### config.mk
export PLATFORM = sky130hd
export DESIGN_NAME = reg_file
export DESIGN_NICKNAME = d
export VERILOG_FILES = /design/src/rtl/reg_file.sv
export SDC_FILE = /design/constraint.sdc
export NUM_CORES = 2
export LEC_CHECK = 0
export BUFFER_PORTS_ARGS = -buffer_cell sky130_fd_sc_hd__buf_2
export CAP_MARGIN = 20
export CORE_ASPECT_RATIO = 0.5
export CORE_MARGIN = 2
export CORE_UTILIZATION = 30
export CTS_CLUSTER_SIZE = 10
export DETAILED_ROUTE_END_ITERATION = 16
export PLACE_DENSITY = 0.41
export SLEW_MARGIN = 5
export SYNTH_ARGS = -nofsm -noshare
export SYNTH_HDL_FRONTEND = slang
export SYNTH_SLANG_ARGS = --single-unit
### constraint.sdc
create_clock -name clk -period 2.8 [get_ports clk]
set_input_delay 0.42 -clock clk [delete_from_list [all_inputs] [get_ports clk]]
set_output_delay 0.42 -clock clk [all_outputs]
set_load 0.01 [all_outputs]
### src/rtl/reg_file.sv
// RV32 integer register file: 32 x 32-bit, two combinational read ports, one write port.
// Optional macro REGFILE_BYPASS_EN forwards same-cycle write data to matching read ports.
module reg_file #(
  parameter int unsigned DATA_WIDTH = 32,
  parameter int unsigned ADDR_WIDTH = 5
) (
  input  logic                  clk,
  input  logic                  rst_n,
  input  logic [ADDR_WIDTH-1:0] rs1_addr,
  input  logic [ADDR_WIDTH-1:0] rs2_addr,
  input  logic [ADDR_WIDTH-1:0] rd_addr,
  input  logic                  rd_wren,
  input  logic [DATA_WIDTH-1:0] rd_data,
  output logic [DATA_WIDTH-1:0] rs1_data,
  output logic [DATA_WIDTH-1:0] rs2_data
);

  localparam int unsigned NumRegs = 2 ** ADDR_WIDTH;

  logic [DATA_WIDTH-1:0] register_array [0:NumRegs-1];
  logic                  wr_en;

  // x0 is never written, so its reset value of zero holds forever.
  always_comb begin
    wr_en = rd_wren && (rd_addr != '0);
  end

  always_ff @(posedge clk or negedge rst_n) begin
    if (!rst_n) begin
      for (int i = 0; i < int'(NumRegs); i++) begin
        register_array[i] <= '0;
      end
    end else if (wr_en) begin
      register_array[rd_addr] <= rd_data;
    end
  end

  always_comb begin
    rs1_data = register_array[rs1_addr];
    rs2_data = register_array[rs2_addr];
`ifdef REGFILE_BYPASS_EN
    // Forwarding is suppressed in reset so outputs track the cleared array.
    if (rst_n && wr_en && (rs1_addr == rd_addr)) begin
      rs1_data = rd_data;
    end
    if (rst_n && wr_en && (rs2_addr == rd_addr)) begin
      rs2_data = rd_data;
    end
`else
    if (!rst_n) begin
      rs1_data = '0;
      rs2_data = '0;
    end
`endif
  end

endmodule

==> results.md <==
* Die area at roughly 180,000 µm²
* Largest net degree at the start of global routing at 133
* Mean Syn Cell Area at 15.34 µm²
* Synth Flop Type: dfrtp_1
* Flop2flop setup slack at 1.90 ns
* Grt total ovfl at 0
* Mapped Area at roughly 54,000 µm²
* Reg-to-Reg Start: register_array[902]$_DFFE_PN0P_
* Routed Antenna Nets at 0
* Worst Max-Slew Pin Slew at 0.8848 ns
* Failing checks: negative setup slack
* Final nets at ~3,900
* DIE HEIGHT at approximately 300 µm
* Synth Warn # at 0
* Maxcap violations at 0
* EDFF count, synth at 0
* Clk pin slew, worst setup/hold paths at 0.06 ns
* GRT Overall Usage at 23.72%
* Top reg by flops: register_array
* Multi-input logic area at roughly 28,000 µm²
* Post-synthesis sequential area ratio at 47.17%
* Final Max Slew Viols at 0
* Largest area contributor in the netlist: dfrtp_1
* Placer Congestion at 0.8042
* CTS Buffer Depth at 3
* Worst rel slew slack at 40.89%
* Routed vias at about 36,000
* Skew-Pair Late Insertion Delay at between 0.7 and 0.8 ns
* Filler Cells Inserted at 16,780
* Overall power at about 44,000 µW
* Reg-to-reg endpoint: register_array[902]$_DFFE_PN0P_
* Max FO, Critical Path at 3
* Buffers on Ports at approximately 110
* Worst setup SP type: register
* Setup violation total in the final timing report at 57
* Async S/R FF share, synth at 100.0%
* HPWL after DPL at about 140,000 µm
* VDD IR-drop max at a little under 500 µV
* Initial antenna violation count at 18
* Leak Pwr at 0.02844 µW
* Drt pass-1 iters at 5
* Reg2Reg Depth at 2
* Core Area at 179,900 µm²
* Number of global-route vias before repair at 37,360
* Worst path required time at 2.38 ns
* Htree depth at 3
* Sequential Area at around 26,000 µm²
* DIE WIDTH at 605.8 µm
* Initial Utilization at 30.20%
* Final Cycle Share at 111.3%
* Post-synthesis cell type count at 35
* Root Buffer Master: clkbuf_16
* Final Critical Period at 3.116 ns
* Fmax at 321.0 MHz
* First-pass GRT wire length at roughly 310,000 µm
* Count leader, synth: mux2_2
* Final setup margin at -0.3157 ns
* Setup TNS at -7.832 ns
* Hold Vio Cnt, Final at 0
* Status: complete, but fails checks
* Yosys top cell area share at 47.17%
* Setup crit start: register_array[776]$_DFFE_PN0P_
* CP Data Arrival Time at 2.70 ns
* Post-synthesis instance total at 3,542
* RSZ-0062 raised after global routing: true
* Synth Register Bits at 1,024
* CTS Sinks at 1,024
* Layout cells sized above 1 at between 60% and 70%
* Top-Level Pins at approximately 110
* # DRC at 0
* CTS tree: built
* Largest registers: register_array (1024)
* Vias per inst at about 5.7
* Cell row count at 110
* Area Overhead vs Synth at 23.03%
* Ranking of synthesized cells by area: dfrtp_1, mux2_2, mux4_2
* Synth cell count leaders: mux2_2, dfrtp_1, mux4_2
* CP Capture Point: rs2_data[8]
* Max FFs per register at slightly above 1,000
* Critical path type: reg2out
* Total power divided by cell area at between 600 and 700 nW/µm²
* Hold Crit Class: in2async
* Setup Skew at 0 ns
* Iter 0 DRT Violations at 2,801
* Worst Setup End Kind: output pin
* CTS Buf Count at approximately 120
* Syn Nets at 3,592
* Routed len/inst at 34.90 µm
* DRT Wirelength at 218,900 µm
[how the worst min path moves through the flow]
stage                                        to  slack (ns)  depth (start not counted)
2_1_floorplan     register_array[0]$_DFFE_PN0P_        0.12                          0
3_3_place_gp   register_array[1005]$_DFFE_PN0P_        0.38                          0
3_5_place_dp   register_array[1005]$_DFFE_PN0P_        0.38                          0
4_1_cts         register_array[592]$_DFFE_PN0P_       0.008                          4
5_1_grt         register_array[592]$_DFFE_PN0P_        0.02                          4
6_report        register_array[822]$_DFFE_PN0P_        0.06                          4
[area by class of cell]
cell class              instances  area share [%]
repair buffers                591           9.685
inverters                       2         0.01872
flip-flops and latches       1024           38.34
diodes                          1        0.003744
clock buffers                 143           4.721
well taps                    2408           4.508
clock inverters                 7          0.1685
multi-input cells            2098           42.56
[report_power, final]
group | internal (µW) | switching, µW | total [µW]
logic | 6080 | 4180 | 10300
registers | 17600 | 2120 | 19700
clock network | 7780 | 6480 | 14300
total | 31500 | 12800 | 44300
[per-layer routing]
layer	part of all wire (%)	global-route usage (%)
met2	46	37.17
met1	47	34.43
met3	4.7	3.516
met5	0.019	0
met4	2.5	5.717
[critical path, cell delays in order, from the launching register on]
cell      delay, ns
dfrtp_1        0.40
mux4_2         0.48
mux2_2         0.32
o221ai_2       0.27
a31oi_1        0.20
buf_2          0.27
[through the flow]
step / instance area (µm²) / setup WS [ns] / instances / hold slack (ns) / utilization (%)
after floorplan: 54330 / 0.4871 / 3542 / 0.1244 / -
after global placement: 61330 / -0.6928 / 6097 / 0.3802 / 34.09
after detailed placement: 61330 / -0.7507 / 6097 / 0.3836 / 34.09
after CTS: 66370 / -0.4134 / 6261 / 0.007792 / 36.89
after global routing: 66840 / -0.3892 / 6273 / 0.02428 / 37.16
final: 66840 / -0.3157 / 6274 / 0.05812 / 37.16
[timing repair]
action / in CTS / in global routing
buffers inserted: 6 / 15
pin swaps: 35 / 21
gates cloned: 0 / 0
hold endpoints to repair: 368 / 188
endpoints found under the setup margin: 64 / 64
hold buffers: 15 / 1
resized for setup: 271 / 65
[cells in the final DEF, fill, tap and decap left out, types with 7 or more instances in the layout]
master | synthesis | routed
a221oi_1 | 46 | 44
a22oi_1 | 64 | 60
a31oi_1 | 64 | 27
a31oi_2 | 0 | 7
a31oi_4 | 0 | 30
buf_12 | 4 | 143
buf_2 | 118 | 63
buf_4 | 41 | 302
buf_6 | 6 | 64
clkbuf_1 | 203 | 13
clkbuf_16 | 0 | 117
clkbuf_8 | 0 | 13
dfrtp_1 | 1024 | 1024
dlygate4sd3_1 | 0 | 8
mux2_1 | 11 | 11
mux2_2 | 1109 | 1029
mux2_4 | 0 | 80
mux2i_1 | 128 | 128
mux4_2 | 448 | 448
nand2_1 | 52 | 37
nand2_4 | 0 | 11
nor2_4 | 4 | 18
o2111ai_1 | 18 | 17
o21ai_0 | 45 | 37
o21ai_1 | 1 | 9
o221ai_1 | 62 | 7
o221ai_2 | 2 | 28
o221ai_4 | 0 | 29
[cell families after synthesis]
family / after synthesis / share of synthesized area (%)
mux: 1696 / 44.15
flops: 1024 / 47.17
buf+inv: 420 / 3.673
compound gates: 302 / 4.132
simple gates: 100 / 0.8821
No activity file was read; power rests on OpenSTA's default activity.
